**src/rtl/oflow_apb_master_pkg.sv**
```systemverilog
// Shared types and widths for the APB initiator.
package oflow_apb_master_pkg;

    // Matches the oflow_reg_file address length.
    localparam int APB_ADDR_W = 8;
    localparam int APB_DATA_W = 32;

    typedef enum logic [1:0] {
        IDLE   = 2'd0,
        SETUP  = 2'd1,
        ACCESS = 2'd2,
        RESP   = 2'd3
    } apb_state_e;

endpackage

```
**src/rtl/oflow_apb_master_if.sv**
```systemverilog
// Command, response and APB signals of the initiator, bundled as one port.
interface oflow_apb_master_if
    import oflow_apb_master_pkg::*;
#(
    parameter int ADDR_W = APB_ADDR_W,
    parameter int DATA_W = APB_DATA_W
) ();

    logic              req_valid;
    logic              req_ready;
    logic              req_write;
    logic [ADDR_W-1:0] req_addr;
    logic [DATA_W-1:0] req_wdata;

    logic              rsp_valid;
    logic              rsp_ready;
    logic [DATA_W-1:0] rsp_rdata;
    logic              rsp_timeout;

    logic              apb_psel;
    logic              apb_penable;
    logic              apb_pwrite;
    logic [ADDR_W-1:0] apb_addr;
    logic [DATA_W-1:0] apb_pwdata;
    logic              apb_pready;
    logic [DATA_W-1:0] apb_prdata;

    modport master (
        input  req_valid, req_write, req_addr, req_wdata, rsp_ready,
        input  apb_pready, apb_prdata,
        output req_ready, rsp_valid, rsp_rdata, rsp_timeout,
        output apb_psel, apb_penable, apb_pwrite, apb_addr, apb_pwdata
    );

    modport slave (
        output req_valid, req_write, req_addr, req_wdata, rsp_ready,
        output apb_pready, apb_prdata,
        input  req_ready, rsp_valid, rsp_rdata, rsp_timeout,
        input  apb_psel, apb_penable, apb_pwrite, apb_addr, apb_pwdata
    );

endinterface

```
**src/rtl/oflow_apb_timeout_cnt.sv**
```systemverilog
// Cycle counter with clear, enable and a programmable limit.
// hit_o fires on the enabled cycle whose increment would reach limit_i;
// a zero limit never fires.
module oflow_apb_timeout_cnt #(
    parameter int CNT_W = 16
) (
    input  logic             clk,
    input  logic             reset,
    input  logic             clr_i,
    input  logic             en_i,
    input  logic [CNT_W-1:0] limit_i,
    output logic             hit_o
);

    logic [CNT_W-1:0] cnt_q, cnt_d;

    // Next count: clear wins, otherwise count enabled cycles without wrapping.
    always_comb begin
        cnt_d = cnt_q;
        if (clr_i)
            cnt_d = '0;
        else if (en_i && (cnt_q != '1))
            cnt_d = cnt_q + 1'b1;
    end

    // Count register.
    always_ff @(posedge clk) begin
        if (reset)
            cnt_q <= '0;
        else
            cnt_q <= cnt_d;
    end

    assign hit_o = en_i && (limit_i != '0) && (cnt_q >= limit_i - 1'b1);

endmodule

```
**src/rtl/oflow_apb_master.sv**
```systemverilog
// APB initiator: one command in, one SETUP/ACCESS transfer out, one response
// back. ACCESS is aborted after TIMEOUT_CYCLES stalled cycles (0 = never).
module oflow_apb_master
    import oflow_apb_master_pkg::*;
#(
    parameter int ADDR_W         = APB_ADDR_W,
    parameter int DATA_W         = APB_DATA_W,
    parameter int TIMEOUT_CYCLES = 16,
    parameter int CNT_W          = 16
) (
    input  logic               clk,
    input  logic               reset,
    oflow_apb_master_if.master bus,
    output logic               busy,
    output logic [CNT_W-1:0]   txn_count,
    output logic [CNT_W-1:0]   timeout_count
);

    apb_state_e state_q, state_d;

    logic              psel_q, psel_d;
    logic              penable_q, penable_d;
    logic              pwrite_q, pwrite_d;
    logic [ADDR_W-1:0] addr_q, addr_d;
    logic [DATA_W-1:0] pwdata_q, pwdata_d;
    logic              rsp_valid_q, rsp_valid_d;
    logic [DATA_W-1:0] rdata_q, rdata_d;
    logic              rsp_tmo_q, rsp_tmo_d;
    logic              busy_q, busy_d;
    logic [CNT_W-1:0]  txn_q, txn_d;
    logic [CNT_W-1:0]  tocnt_q, tocnt_d;

    logic req_ready_w;
    logic accept;
    logic stall;
    logic tmo_hit;
    logic xfer_done;
    logic xfer_tmo;

    // Only combinational output: forced low while reset is high.
    assign req_ready_w = (state_q == IDLE) && !reset;
    assign accept      = bus.req_valid && req_ready_w;
    assign stall       = (state_q == ACCESS) && !bus.apb_pready;
    // pready in the limit cycle takes priority over the abort.
    assign xfer_done   = (state_q == ACCESS) && bus.apb_pready;
    assign xfer_tmo    = stall && tmo_hit;

    oflow_apb_timeout_cnt #(
        .CNT_W (CNT_W)
    ) u_tmo_cnt (
        .clk     (clk),
        .reset   (reset),
        .clr_i   (accept),
        .en_i    (stall),
        .limit_i (CNT_W'(TIMEOUT_CYCLES)),
        .hit_o   (tmo_hit)
    );

    // State register.
    always_ff @(posedge clk) begin
        if (reset)
            state_q <= IDLE;
        else
            state_q <= state_d;
    end

    // Next-state logic.
    always_comb begin
        state_d = state_q;
        case (state_q)
            IDLE:    if (accept) state_d = SETUP;
            SETUP:   state_d = ACCESS;
            ACCESS:  if (xfer_done || xfer_tmo) state_d = RESP;
            RESP:    if (bus.rsp_ready) state_d = IDLE;
            default: state_d = IDLE;
        endcase
    end

    // Output next-values; everything holds unless the current state changes it.
    always_comb begin
        psel_d      = psel_q;
        penable_d   = penable_q;
        pwrite_d    = pwrite_q;
        addr_d      = addr_q;
        pwdata_d    = pwdata_q;
        rsp_valid_d = rsp_valid_q;
        rdata_d     = rdata_q;
        rsp_tmo_d   = rsp_tmo_q;
        txn_d       = txn_q;
        tocnt_d     = tocnt_q;
        busy_d      = (state_d != IDLE);
        case (state_q)
            IDLE: begin
                if (accept) begin
                    psel_d    = 1'b1;
                    penable_d = 1'b0;
                    pwrite_d  = bus.req_write;
                    addr_d    = bus.req_addr;
                    pwdata_d  = bus.req_wdata;
                end
            end
            SETUP: begin
                penable_d = 1'b1;
            end
            ACCESS: begin
                if (xfer_done) begin
                    psel_d      = 1'b0;
                    penable_d   = 1'b0;
                    rsp_valid_d = 1'b1;
                    rdata_d     = pwrite_q ? '0 : bus.apb_prdata;
                    rsp_tmo_d   = 1'b0;
                    txn_d       = txn_q + 1'b1;
                end else if (xfer_tmo) begin
                    psel_d      = 1'b0;
                    penable_d   = 1'b0;
                    rsp_valid_d = 1'b1;
                    rdata_d     = '0;
                    rsp_tmo_d   = 1'b1;
                    tocnt_d     = (tocnt_q == '1) ? tocnt_q : tocnt_q + 1'b1;
                end
            end
            RESP: begin
                if (bus.rsp_ready)
                    rsp_valid_d = 1'b0;
            end
            default: ;
        endcase
    end

    // Output registers; reset abandons any transfer without a response.
    always_ff @(posedge clk) begin
        if (reset) begin
            psel_q      <= 1'b0;
            penable_q   <= 1'b0;
            pwrite_q    <= 1'b0;
            addr_q      <= '0;
            pwdata_q    <= '0;
            rsp_valid_q <= 1'b0;
            rdata_q     <= '0;
            rsp_tmo_q   <= 1'b0;
            busy_q      <= 1'b0;
            txn_q       <= '0;
            tocnt_q     <= '0;
        end else begin
            psel_q      <= psel_d;
            penable_q   <= penable_d;
            pwrite_q    <= pwrite_d;
            addr_q      <= addr_d;
            pwdata_q    <= pwdata_d;
            rsp_valid_q <= rsp_valid_d;
            rdata_q     <= rdata_d;
            rsp_tmo_q   <= rsp_tmo_d;
            busy_q      <= busy_d;
            txn_q       <= txn_d;
            tocnt_q     <= tocnt_d;
        end
    end

    assign bus.req_ready   = req_ready_w;
    assign bus.rsp_valid   = rsp_valid_q;
    assign bus.rsp_rdata   = rdata_q;
    assign bus.rsp_timeout = rsp_tmo_q;
    assign bus.apb_psel    = psel_q;
    assign bus.apb_penable = penable_q;
    assign bus.apb_pwrite  = pwrite_q;
    assign bus.apb_addr    = addr_q;
    assign bus.apb_pwdata  = pwdata_q;

    assign busy          = busy_q;
    assign txn_count     = txn_q;
    assign timeout_count = tocnt_q;

endmodule

```
**src/flat_wrapper.sv**
```systemverilog
// flat-port wrapper written by rule: the top's interface ports become plain ports
module oflow_apb_master_flat import oflow_apb_master_pkg::*;
#(
    parameter int ADDR_W         = APB_ADDR_W,
    parameter int DATA_W         = APB_DATA_W,
    parameter int TIMEOUT_CYCLES = 16,
    parameter int CNT_W          = 16
)
  (clk, reset, busy, txn_count, timeout_count, bus_req_valid, bus_req_write, bus_req_addr, bus_req_wdata, bus_rsp_ready, bus_apb_pready, bus_apb_prdata, bus_req_ready, bus_rsp_valid, bus_rsp_rdata, bus_rsp_timeout, bus_apb_psel, bus_apb_penable, bus_apb_pwrite, bus_apb_addr, bus_apb_pwdata);
  oflow_apb_master_if #(.ADDR_W(ADDR_W), .DATA_W(DATA_W)) bus_i ();
  input  logic clk;
  input  logic reset;
  output logic busy;
  output logic [CNT_W-1:0] txn_count;
  output logic [CNT_W-1:0] timeout_count;
  input wire logic [$bits(bus_i.req_valid)-1:0] bus_req_valid;
  input wire logic [$bits(bus_i.req_write)-1:0] bus_req_write;
  input wire logic [$bits(bus_i.req_addr)-1:0] bus_req_addr;
  input wire logic [$bits(bus_i.req_wdata)-1:0] bus_req_wdata;
  input wire logic [$bits(bus_i.rsp_ready)-1:0] bus_rsp_ready;
  input wire logic [$bits(bus_i.apb_pready)-1:0] bus_apb_pready;
  input wire logic [$bits(bus_i.apb_prdata)-1:0] bus_apb_prdata;
  output wire logic [$bits(bus_i.req_ready)-1:0] bus_req_ready;
  output wire logic [$bits(bus_i.rsp_valid)-1:0] bus_rsp_valid;
  output wire logic [$bits(bus_i.rsp_rdata)-1:0] bus_rsp_rdata;
  output wire logic [$bits(bus_i.rsp_timeout)-1:0] bus_rsp_timeout;
  output wire logic [$bits(bus_i.apb_psel)-1:0] bus_apb_psel;
  output wire logic [$bits(bus_i.apb_penable)-1:0] bus_apb_penable;
  output wire logic [$bits(bus_i.apb_pwrite)-1:0] bus_apb_pwrite;
  output wire logic [$bits(bus_i.apb_addr)-1:0] bus_apb_addr;
  output wire logic [$bits(bus_i.apb_pwdata)-1:0] bus_apb_pwdata;
  assign bus_i.req_valid = bus_req_valid;
  assign bus_i.req_write = bus_req_write;
  assign bus_i.req_addr = bus_req_addr;
  assign bus_i.req_wdata = bus_req_wdata;
  assign bus_i.rsp_ready = bus_rsp_ready;
  assign bus_i.apb_pready = bus_apb_pready;
  assign bus_i.apb_prdata = bus_apb_prdata;
  assign bus_req_ready = bus_i.req_ready;
  assign bus_rsp_valid = bus_i.rsp_valid;
  assign bus_rsp_rdata = bus_i.rsp_rdata;
  assign bus_rsp_timeout = bus_i.rsp_timeout;
  assign bus_apb_psel = bus_i.apb_psel;
  assign bus_apb_penable = bus_i.apb_penable;
  assign bus_apb_pwrite = bus_i.apb_pwrite;
  assign bus_apb_addr = bus_i.apb_addr;
  assign bus_apb_pwdata = bus_i.apb_pwdata;
  oflow_apb_master #(.ADDR_W(ADDR_W), .DATA_W(DATA_W), .TIMEOUT_CYCLES(TIMEOUT_CYCLES), .CNT_W(CNT_W)) u_core (.clk(clk), .reset(reset), .bus(bus_i), .busy(busy), .txn_count(txn_count), .timeout_count(timeout_count));
endmodule
```
**config.mk**
```make
export PLATFORM = sky130hd
export DESIGN_NAME = oflow_apb_master_flat
export DESIGN_NICKNAME = d
export VERILOG_FILES = /design/src/rtl/oflow_apb_master_pkg.sv /design/src/rtl/oflow_apb_master_if.sv /design/src/rtl/oflow_apb_timeout_cnt.sv /design/src/rtl/oflow_apb_master.sv /design/src/flat_wrapper.sv
export SDC_FILE = /design/constraint.sdc
export NUM_CORES = 1
export LEC_CHECK = 0
export ABC_AREA = 1
export CORE_ASPECT_RATIO = 0.75
export CORE_MARGIN = 3
export CORE_UTILIZATION = 51
export CTS_BUF_LIST = sky130_fd_sc_hd__clkbuf_4 sky130_fd_sc_hd__clkbuf_8 sky130_fd_sc_hd__clkbuf_16
export CTS_CLUSTER_DIAMETER = 120
export DETAILED_ROUTE_END_ITERATION = 12
export PLACE_DENSITY = 0.86
export SLEW_MARGIN = 20
export SYNTH_ARGS = -nofsm -noshare
export SYNTH_HDL_FRONTEND = slang
export SYNTH_HIERARCHICAL = 1
export SYNTH_SLANG_ARGS = --single-unit
export TNS_END_PERCENT = 100
```
**constraint.sdc**
```tcl
create_clock -name clk -period 4.9 [get_ports clk]
set_input_delay 0.98 -clock clk [delete_from_list [all_inputs] [get_ports clk]]
set_output_delay 0.98 -clock clk [all_outputs]
set_load 0.05 [all_outputs]
```
; After elaboration in Yosys (flattened, before gate mapping)
; Index checks and enable logic that the tools add are counted.
[word_totals]
register_bits = 128
latch_bits = 0
ram_bits = 0
mem_bits_ro = 0
in_bits = 78
output_inout_bits = 111
word_cells = 69
n_memories = 0
[classes]
addsub = 3
multipliers = 0
div_mod_pow = 0
n_lt_le_gt_ge = 1
eq_ne = 8
shifts = 0
mux = 18
bitwise = 2
reduce_logical = 24
[ops]
columns = cell, count
row1 = 2-to-1 mux 32 bit, 3
row2 = adder 16 x 1 -> 16 bit (second input constant), 3
row3 = == test 16 bit (second input constant), 1
row4 = greater-or-equal comparator 16 x 4 -> 1 bit (second input constant), 1
row5 = inequality test 16 bit (second input constant), 1
row6 = AND reduction 3 bit, 3
row7 = 2-to-1 mux 1 bit, 8
row8 = one-hot mux 2 bit (4 select lines), 1
row9 = nonzero test 2 bit, 4
row10 = logical AND 1 bit, 7
row11 = 2-to-1 mux 2 bit, 3
row12 = AND reduction 2 bit, 3
row13 = == test 2 bit (second input constant), 2
row14 = one-hot mux 1 bit (2 select lines), 2
row15 = AND reduction 4 bit, 1
row16 = inequality test 3 x 1 -> 1 bit (second input constant), 1
row17 = one-hot mux 1 bit (3 select lines), 1
row18 = nonzero test 3 bit, 1
row19 = == test 2 x 1 -> 1 bit (second input constant), 1
row20 = zero test 1 bit, 2
row21 = zero test 2 bit, 1
row22 = inequality test 2 x 1 -> 1 bit (second input constant), 1
row23 = inequality test 2 bit (second input constant), 1
row24 = inverter 1 bit, 2
row25 = other kinds (2), 2

; Longest topological paths before layout
; Gate-level depths: netlist of run 1.
[depth]
depth_word = 8
ltp_mapped = 20
depth_no_buf = 19

; By module
; The synthesis of run 1 kept the hierarchy.
[modules_own_cells]
columns = module, n_inst, cells_per_inst, area_each_um2, seq_area_each_um2
row1 = oflow_apb_master, 1, 629, 4535.6, 2242.2
row2 = oflow_apb_timeout_cnt, 1, 261, 1662.8, 320.3

; Worst setup path before layout of run 1
; Ideal clock, no wire load.
[synth_timing]
path_type = input to register
startpoint = in reset
endpoint = reg u_core.u_tmo_cnt.cnt_q[12]
setup_ns = 0.120
arrival_time_ns = 3.260
required_time_ns = 4.780
path_slack_ns = 1.520
path_stages = 8
path_buffers = 2
path_cell_list = buf_2 -> nor3_1 -> nand2_1 -> clkinv_1 -> buf_4 -> nor2_2 -> inv_1 -> nor2_1
[synth_via]
elab_chain_cells = 4
[synth_rtl]
columns = element, line_no
row1 = from (decl), flat_wrapper.sv:12  ; input logic reset;
row2 = zero test 1 bit, oflow_apb_master.sv:41  ; assign req_ready_w = (state_q == IDLE) && !reset;
row3 = logical AND 1 bit, oflow_apb_master.sv:41
row4 = named net bus_req_ready, flat_wrapper.sv:23  ; output wire logic [$bits(bus_i.req_ready)-1:0] bus_req_ready;
row5 = logical AND 1 bit, oflow_apb_master.sv:42  ; assign accept = bus.req_valid && req_ready_w;
row6 = named net u_core.accept, oflow_apb_master.sv:34  ; logic accept;
row7 = OR reduction 2 bit (no source line), --
row8 = to (signal assigned), oflow_apb_timeout_cnt.sv:31  ; cnt_q <= cnt_d;
row9 = to (decl), oflow_apb_timeout_cnt.sv:15  ; logic [CNT_W-1:0] cnt_q, cnt_d;
; The timed path passes the listed nets, and every way through them passes these cells.
; A chain may end at the register's enable or synchronous reset.

; Worst setup path after layout of run 1
[layout_timing]
startpoint = in reset
endpoint = out bus_req_ready
[layout_via]
elab_chain_cells = 2
[layout_rtl]
columns = element, line_no
row1 = zero test 1 bit, oflow_apb_master.sv:41
row2 = logical AND 1 bit, oflow_apb_master.sv:41
row3 = to (decl), flat_wrapper.sv:23
; No other way between the ends.

==> impl_metrics.yaml, run 1 <==
status:
  status: "complete, no violations"
route:
  ant_nets: 0
  route.detailed.drc: 0
  wl_per_cell_um: 14.4
  drtIter0Drc: 547
  drtPass1Iterations: 5
  routed-via-count: 6442
  viasPerCell: 5.01
  wl_mm: 18.5
power_and_ir_drop:
  pwr-share-seq_pct: 38.2
  p_int_mw: 2.12
  pwr-share-clk_pct: 47.3
  p_sw_share_pct: 26.6
  vdd_drop_max_uv: 261
  switchingPower_mw: 0.769
  p_per_area_nw_per_um2: 324
  p_leak_nw: 3.77
  p_comb_share_pct: 14.5
clocking:
  cts.htree.levels: 4
  post-cts-setup-buffers: 0
  cts_root_buffer: "clkbuf_16"
  cts_buffer_depth: 2
  ctsHoldBuffers: 0
  clock_latency_ns: 0.42
  cts_tree: "done"
  cts_sinks: 128
  cts.clk_slew.worst_paths_ns: 0.06
  cts_resized: 0
  cts_made_buffers: 17
die:
  core-area_um2: 11700
  initial_core_util_pct: 52.8
  die-area_um2: 13500
  boundaryPins: 189
  die_w_um: 133
  num_rows: 34
  die-height_um: 101
sta:
  period_share_pct: 72.3
  setup_violations: 0
  slew_viol_final: 0
  rsz0062_at_grt: "false"
  hold_viol: 0
  fin_crit_ns: 3.54
  final.setup.tns_ns: 0
  worstMarginPinSlew_ns: 0.918
  max-slew-margin-rel_pct: 38.8
  fin_worst_skew_ns: 0.00810
  timing.hold.ws_ns: 0.446
  fmax_mhz: 282
setup_path:
  cp_top_family: "buffers and inverters"
  crit_path_max_fanout: 43
  r2r_setup_slack_ns: 2.41
  cp_data_required_time_ns: 3.92
  path_cells: "buf_2, nor3_1, clkdlybuf4s50_1"
  crit_type: "in -> out"
  crit_slowest_cell: "clkdlybuf4s50_1"
  crit_arrival_ns: 2.56
  cp.buffers_inverters: 2
  startpoint_type: "input port"
  cpPeakStageDelay_ns: 0.75
  end_kind: "output pin"
logic_synthesis:
  synth_warnings: 6
  synth_top_area_cell: "dfxtp_1"
  synth.top_cell.area_share_pct: 41.3
  async_flop_share_pct: 0
  synthCells: 890
  synth-edff-count: 0
  ys_types: 40
  netlist_area_um2: 6200
  avgSynthCellArea_um2: 6.96
  ys_ff_latch: 128
  ys_top_cells_by_count: "nand2_1 (296), dfxtp_1 (128), nand3_1 (87)"
  synthFlopType: "dfxtp_1"
  synth_area_leaders: "dfxtp_1 (41%), nand2_1 (18%), nand3_1 (7.0%)"
  seq_area_frac_synth_pct: 41.3
  yosysMostFrequentCell: "nand2_1"
place:
  gp_congestion: 0.860
  hpwlAfterDp_mm: 12.5
  io_buffers: 188
grt:
  gr-total-overflow: 0
  grt_max_degree: 44
  grt_pass1_wl_mm: 29.2
  antenna_found_initial: 0
  grt_use_total_pct: 26.9
  grt_pass1_vias: 6003
cells_and_area:
  syn_to_final_growth_pct: 44.2
  layout-drive-gt1-share_pct: 6.58
  diodes: 0
  fill_cells: 860
  final_nets: 1209
job:
  drv_cap: 0
hold_path:
  worstHoldPathType: "reg -> reg"
## kinds of logic (layout without fill, tap and decap cells)
kind of cell	count (synthesis)	after routing	synth area share [%]
xor gates and xnor gates	24	24	3.39
buffers and inverters	114	308	7.67
and+or+nand+nor	523	523	36.8
other	2	42	0.121
adders and majority gates	20	20	4.04
DFF	128	128	41.3
AOI/OAI and AO/OA	79	79	6.60
## path summary, 6_finish.rpt
check,endpoint,depth (start not counted),startpoint
max,bus_req_ready,3,reset
min,u_core/bus.rsp_rdata[9]$_SDFFE_PP0P_,2,u_core/bus.rsp_rdata[9]$_SDFFE_PP0P_
min reg2reg,u_core/bus.rsp_rdata[9]$_SDFFE_PP0P_,2,u_core/bus.rsp_rdata[9]$_SDFFE_PP0P_
max reg2reg,u_core/bus.apb_psel$_SDFFE_PP0P_,14,u_core/u_tmo_cnt/cnt_q[3]$_SDFFE_PP0P_
## per-layer routing
layer,up-vias,global-route usage (%),share of wire [%],wire length [µm]
met2,268,43.8,46,8620
met3,50,11.1,9.1,1680
li1,3239,-,-,-
met5,-,0,0,0
met4,0,11.1,3.2,599
met1,2885,31.9,41,7640
## flip-flops by register name (all words and copies together) (netlist names)
signal	count
u_core/bus.apb_pwdata	32
u_core/bus.rsp_rdata	32
u_core/timeout_count	16
u_core/txn_count	16
u_core/u_tmo_cnt/cnt_q	16
u_core/bus.apb_addr	8
u_core/state_q	2
u_core/bus.apb_penable	1
u_core/bus.apb_psel	1
u_core/bus.apb_pwrite	1
u_core/bus.rsp_timeout	1
u_core/bus.rsp_valid	1
u_core/busy	1
## power groups by stage
| stage | Clock, mW | Combinational (mW) | Sequential, mW |
|---|---|---|---|
| after global routing | 1.43 | 0.446 | 1.11 |
| after global placement | 0 | 0.407 | 1.12 |
| after floorplan | 0 | 0.119 | 1.25 |
| final | 1.37 | 0.419 | 1.10 |
| after detailed placement | 0 | 0.410 | 1.13 |
| after CTS | 1.37 | 0.416 | 1.10 |
## placed cells by master (no fill, tap or decap), types with 2 or more instances in the layout
cell type and n:
or2_2 2, inv_2 7, buf_4 4, nor2_2 8
nand3_1 87, nand3_2 7, nand4_1 15, o21ai_0 15
clkbuf_16 17, nand2_2 5, nor2_4 3, xor2_1 15
nor3_1 8, xnor2_1 9, clkbuf_8 2, nand2_4 3
nand3b_1 2, dfxtp_1 128, inv_1 76, bufinv_16 4
conb_1 42, nor2_1 81, clkinv_4 4, a21oi_1 57
clkdlybuf4s50_1 187, nand2_1 296, clkinv_2 2, ha_1 20
## worst reg2reg max path: cells and delay by family (launching register included)
| kind | cells | cell delay (ns) |
|---|---|---|
| buf+inv | 3 | 0.27 |
| simple gates | 8 | 1.16 |
| compound gates | 2 | 0.30 |
| fa+ha+maj | 1 | 0.35 |
| flops | 1 | 0.37 |
## layout make-up
class	count	area (µm²)	share of cell area [%]
clock buffer	20	460	5.15
clock inverter	12	181	2.03
inverter	84	315	3.53
multi-input combinational	688	3310	37.0
sequential	128	2560	28.7
tap	162	203	2.27
timing repair buffer	192	1910	21.3
## metrics by stage
step | power, mW | area (µm²) | instances | setup WS [ns] | utilization, %
after floorplan | 1.37 | 6350 | 930 | 1.52 | -
after global placement | 1.53 | 8300 | 1254 | 1.40 | 70.7
after detailed placement | 1.54 | 8300 | 1254 | 1.38 | 70.7
after CTS | 2.89 | 8940 | 1286 | 1.38 | 76.1
after global routing | 2.98 | 8940 | 1286 | 1.28 | 76.1
final | 2.89 | 8940 | 1286 | 1.36 | 76.1
(Power assumes the default switching activity.)
==> run 2, diff against run 1 <==
CORE_UTILIZATION = 47   (was 51)
PLACE_DENSITY = 0.8   (was 0.86)
clock period = 3.61 ns   (was 4.9 ns; I/O delays follow)
==> run 2 against run 1 <==
First-iteration DRC count is 2.2% higher. Via count is 1.7% lower. Combinational power is 35% higher. Global-route usage is 3.5 points lower. Total power is 32% higher. Final area is 0.18% lower. Critical path type unchanged.
==> impl_metrics.yaml, run 2 (synthesis gave the netlist of run 1 again) <==
cells_and_area:
  syn_to_final_growth_pct: 44.0
  final_nets: 1210
  layout-drive-gt1-share_pct: 6.76
  final_cell_mix: "nand2_1 (296), clkdlybuf4s50_1 (187), dfxtp_1 (128)"
  diodes: 0
  layout_commonest_cell: "nand2_1"
setup_path:
  crit_arrival_ns: 1.90
  path_cells: "buf_2, nor3_1, clkdlybuf4s50_1"
  end_kind: "output pin"
  startpoint_type: "input port"
  crit_type: "in -> out"
  crit_slowest_cell: "clkdlybuf4s50_1"
  cp.buffers_inverters: 2
  cp_data_required_time_ns: 2.89
  crit_path_max_fanout: 2
  cpPeakStageDelay_ns: 0.87
  cp_top_family: "buffers and inverters"
grt:
  grt_pass1_vias: 5863
  grt_use_total_pct: 23.4
  antenna_found_initial: 0
  gr-total-overflow: 0
  grt_pass1_wl_mm: 28.3
  grt_max_degree: 44
route:
  drtPass1Iterations: 5
  viasPerCell: 4.91
  ant_nets: 0
  wl_mm: 17.6
  wl_per_cell_um: 13.6
  route.detailed.drc: 0
  drtIter0Drc: 559
  routed-via-count: 6335
die:
  die-height_um: 105
  core-area_um2: 12600
  boundaryPins: 189
  die-area_um2: 14600
  initial_core_util_pct: 49.3
  num_rows: 35
  die_w_um: 139
power_and_ir_drop:
  p_comb_share_pct: 14.8
  vdd_drop_max_uv: 360
  p_per_area_nw_per_um2: 428
  switchingPower_mw: 1.00
  pwr-share-seq_pct: 39.2
  p_sw_share_pct: 26.2
  pwr-share-clk_pct: 46.0
  p_int_mw: 2.82
  p_leak_nw: 3.76
status:
  status: "complete, no violations"
sta:
  max-slew-margin-rel_pct: 49.6
  fin_crit_ns: 2.62
  rsz0062_at_grt: "false"
  worstMarginPinSlew_ns: 0.755
  final.setup.tns_ns: 0
  fin_worst_skew_ns: 0.0227
  fmax_mhz: 382
  hold_viol: 0
  setup_violations: 0
  worst_slack_ns: 0.992
  period_share_pct: 72.5
  slew_viol_final: 0
clocking:
  post-cts-setup-buffers: 0
  cts_sinks: 128
  cts_buffer_depth: 2
  cts.htree.levels: 4
  ctsHoldBuffers: 0
  cts_tree: "done"
  cts_root_buffer: "clkbuf_16"
  clock_latency_ns: 0.42
  cts.clk_slew.worst_paths_ns: 0.06
  cts_made_buffers: 17
  cts_resized: 0
place:
  dpl_worst_slack_ns: 0.892
  gp_congestion: 0.861
  io_buffers: 188
  hpwlAfterDp_mm: 12.4
job:
  drv_cap: 0
hold_path:
  worstHoldPathType: "reg -> reg"
[run 2: changes by cell type in the layout (fill, tap and decap cells not counted)]
cell	before	now
buf_4	4	5
bufinv_16	4	3
clkbuf_4	1	3
clkinv_2	2	4
clkinv_4	4	2
inv_6	1	0
nor2_1	81	80
nor2_2	8	9
[run 2: area by class of cell]
class	instances	area, µm²
clock buffers	22	475
clock inverters	10	135
fillers	1001	3640
inverters	84	315
multi-input cells	688	3310
flip-flops and latches	128	2560
well taps	166	208
repair buffers	193	1910
[run 2: path summary, 6_finish.rpt]
path	startpoint	depth (start not counted)	slack (ns)	end
worst max-delay path	reset	3	0.99	bus_req_ready
worst min-delay path	u_core/bus.rsp_rdata[13]$_SDFFE_PP0P_	2	0.45	u_core/bus.rsp_rdata[13]$_SDFFE_PP0P_
worst max register to register	u_core/u_tmo_cnt/cnt_q[11]$_SDFFE_PP0P_	11	1.04	u_core/bus.apb_penable$_SDFFE_PP0P_
worst min register to register	u_core/bus.rsp_rdata[13]$_SDFFE_PP0P_	2	0.45	u_core/bus.rsp_rdata[13]$_SDFFE_PP0P_
[run 2: power groups by stage]
stage                     registers (mW)  clock network, mW  logic, mW
after global placement              1.53                  0      0.554
after detailed placement            1.53                  0      0.557
after floorplan                     1.70                  0      0.161
after global routing                1.51               1.84      0.603
final                               1.50               1.76      0.564
after CTS                           1.50               1.78      0.561
[run 2: worst register-to-register path, delay by kind of cell (launching register included)]
family,cells,cell delay (ns)
AOI/OAI and AO/OA,4,0.45
DFF,1,0.46
buffers and inverters,1,0.15
adders and majority gates,1,0.29
and+or+nand+nor,5,1.14
[run 2: stage by stage]
stage	hold slack, ns	power [mW]	area (µm²)	util, %	instances
after global placement	0.426	2.08	8310	66.1	1259
after global routing	0.458	3.95	8920	71.0	1291
after detailed placement	0.434	2.09	8310	66.1	1259
after floorplan	0.480	1.86	6350	-	930
after CTS	0.447	3.84	8920	71.0	1291
final	0.446	3.82	8920	71.0	1291
[run 2: routing by layer]
layer | part of all wire, % | GRT usage (%) | vias to the layer above
met5 | 0 | 0 | -
met4 | 2.0 | 7.26 | 0
met3 | 7.5 | 7.30 | 27
met2 | 46 | 38.1 | 214
met1 | 44 | 29.8 | 2851
li1 | - | - | 3243
==> run 3, diff against run 2 <==
CORE_UTILIZATION = 43   (was 47)
PLACE_DENSITY = 0.77   (was 0.8)
clock period = 2.13 ns   (was 3.61 ns; I/O delays follow)
==> run 3 against run 2 <==
Worst hold slack worse by 0.00080 ns. Die area up 8.8%. First-iteration DRC count down 26%. Final area up 5.1%. Global-route usage down 0.76 points. Critical endpoint is now txn_count[13]. Largest power group unchanged. Highest routed layer unchanged.
==> impl_metrics.yaml, run 3 (synthesis gave the netlist of run 1 again) <==
sta:
  worst_slack_ns: 0.0540
  hold_viol: 0
  max-slew-margin-rel_pct: 61.8
  period_share_pct: 97.5
  rsz0062_at_grt: "true"
  fmax_mhz: 482
  fin_worst_skew_ns: 0.00909
  setup_violations: 0
  slew_viol_final: 0
  timing.hold.ws_ns: 0.445
  fin_crit_ns: 2.08
  worstMarginPinSlew_ns: 0.571
grt:
  grt_pass1_wl_mm: 28.8
  gr-total-overflow: 0
  antenna_found_initial: 0
  grtUsageMet3_pct: 6.86
  grt_use_total_pct: 22.6
  use_met2_pct: 35.7
  top_usage_layer: "met2"
  grtUsageMet1_pct: 30.0
  grt_max_degree: 64
  grt_pass1_vias: 5934
power_and_ir_drop:
  p_comb_share_pct: 15.7
  p_leak_nw: 4.21
  switchingPower_mw: 1.83
  pwr-share-clk_pct: 45.3
  vdd_drop_max_uv: 586
  p_sw_share_pct: 28.1
  pwr-share-seq_pct: 39.0
  p_per_area_nw_per_um2: 694
  fin_total_pwr_mw: 6.51
  p_int_mw: 4.68
die:
  die-height_um: 110
  die_w_um: 145
  initial_core_util_pct: 44.6
  core-area_um2: 13900
  num_rows: 37
  die-area_um2: 15900
  boundaryPins: 189
status:
  status: "complete, no violations"
cells_and_area:
  final_nets: 1243
  fill_cells: 1161
  final_cells: 1333
  multi_input_area_um2: 3410
  ff_latch_area_um2: 2570
  layout-drive-gt1-share_pct: 11.3
  layout_commonest_cell: "nand2_1"
  diodes: 0
  syn_to_final_growth_pct: 51.4
  final_cell_mix: "nand2_1 (294), clkdlybuf4s50_1 (169), dfxtp_1 (120)"
route:
  ant_nets: 0
  wl_per_cell_um: 13.8
  route.detailed.drc: 0
  viasPerCell: 4.83
  drtIter0Drc: 412
  drtPass1Iterations: 5
  wl_mm: 18.3
  routed-via-count: 6437
clocking:
  cts_tree: "done"
  cts_made_buffers: 17
  cts_root_buffer: "clkbuf_16"
  cts_sinks: 128
  clock_latency_ns: 0.41
  ctsHoldBuffers: 0
  cts_buffer_depth: 2
  cts.clk_slew.worst_paths_ns: 0.06
  cts.htree.levels: 4
job:
  drv_cap: 0
place:
  gp_congestion: 0.837
  dp_cells: 1299
  io_buffers: 188
  dpl_worst_slack_ns: 0.00415
  hpwlAfterDp_mm: 12.9
setup_path:
  crit_start: "u_core/txn_count[13]$_SDFFE_PP0P_"
  startpoint_type: "flip-flop"
  path_cells: "clkdlybuf4s50_1"
  cp.buffers_inverters: 1
  crit_type: "reg -> out"
  cp_top_family: "buffers and inverters"
  cpPeakStageDelay_ns: 0.84
  end_kind: "output pin"
  timing.rr.start: "u_core/u_tmo_cnt/cnt_q[9]$_SDFFE_PP0P_"
  crit_arrival_ns: 1.65
  cp_data_required_time_ns: 1.70
  crit_path_max_fanout: 5
  crit_slowest_cell: "clkdlybuf4s50_1"
hold_path:
  hp-start: "u_core/bus.rsp_rdata[9]$_SDFFE_PP0P_"
  worstHoldPathType: "reg -> reg"
## run 3: path summary, 6_finish.rpt
path / endpoint / slack (ns) / depth (start not counted)
setup / recovery: txn_count[13] / 0.05 / 1
setup reg to reg: u_core/bus.rsp_rdata[2]$_SDFFE_PP0P_ / 0.13 / 14
hold reg to reg: u_core/bus.rsp_rdata[9]$_SDFFE_PP0P_ / 0.45 / 2
hold / removal: u_core/bus.rsp_rdata[9]$_SDFFE_PP0P_ / 0.45 / 2
## run 3: cell type report
class,instances,area share (%)
Tap cell,175,2.33
Timing Repair Buffer,226,24.2
Clock buffer,19,4.76
Inverter,84,3.36
Clock inverter,13,1.64
Sequential cell,128,27.4
Multi-Input combinational cell,688,36.3
## run 3: timing repair
| item | CTS | global route |
|---|---|---|
| setup endpoints to repair | 8 | 37 |
| gates resized for setup | 5 | 36 |
| hold endpoints to repair | 0 | 0 |
| pin swaps | 0 | 14 |
| gates cloned | 0 | 1 |
| setup buffers | 0 | 1 |
## run 3: power by group through the flow
stage          logic (mW)  registers, mW  clock network, mW
6_report             1.02           2.54               2.95
3_3_place_gp        0.978           2.58                  0
5_1_grt              1.09           2.55               3.09
2_1_floorplan       0.275           2.89                  0
4_1_cts             0.990           2.54               2.99
3_5_place_dp        0.983           2.59                  0
## run 3: per-stage QoR
stage	TNS [ns]	area [µm²]	utilization, %
6_report	0	9380	67.5
5_1_grt	-0.0471	9380	67.5
4_1_cts	0	9220	66.4
3_5_place_dp	0	8620	62.1
3_3_place_gp	0	8620	62.1
2_1_floorplan	0	6360	-
## run 3: per-layer routing
metal,vias to the layer above,part of all wire [%]
met4,0,1.9
li1,3304,-
met1,2914,46
met2,190,46
met3,29,6.4
met5,-,0
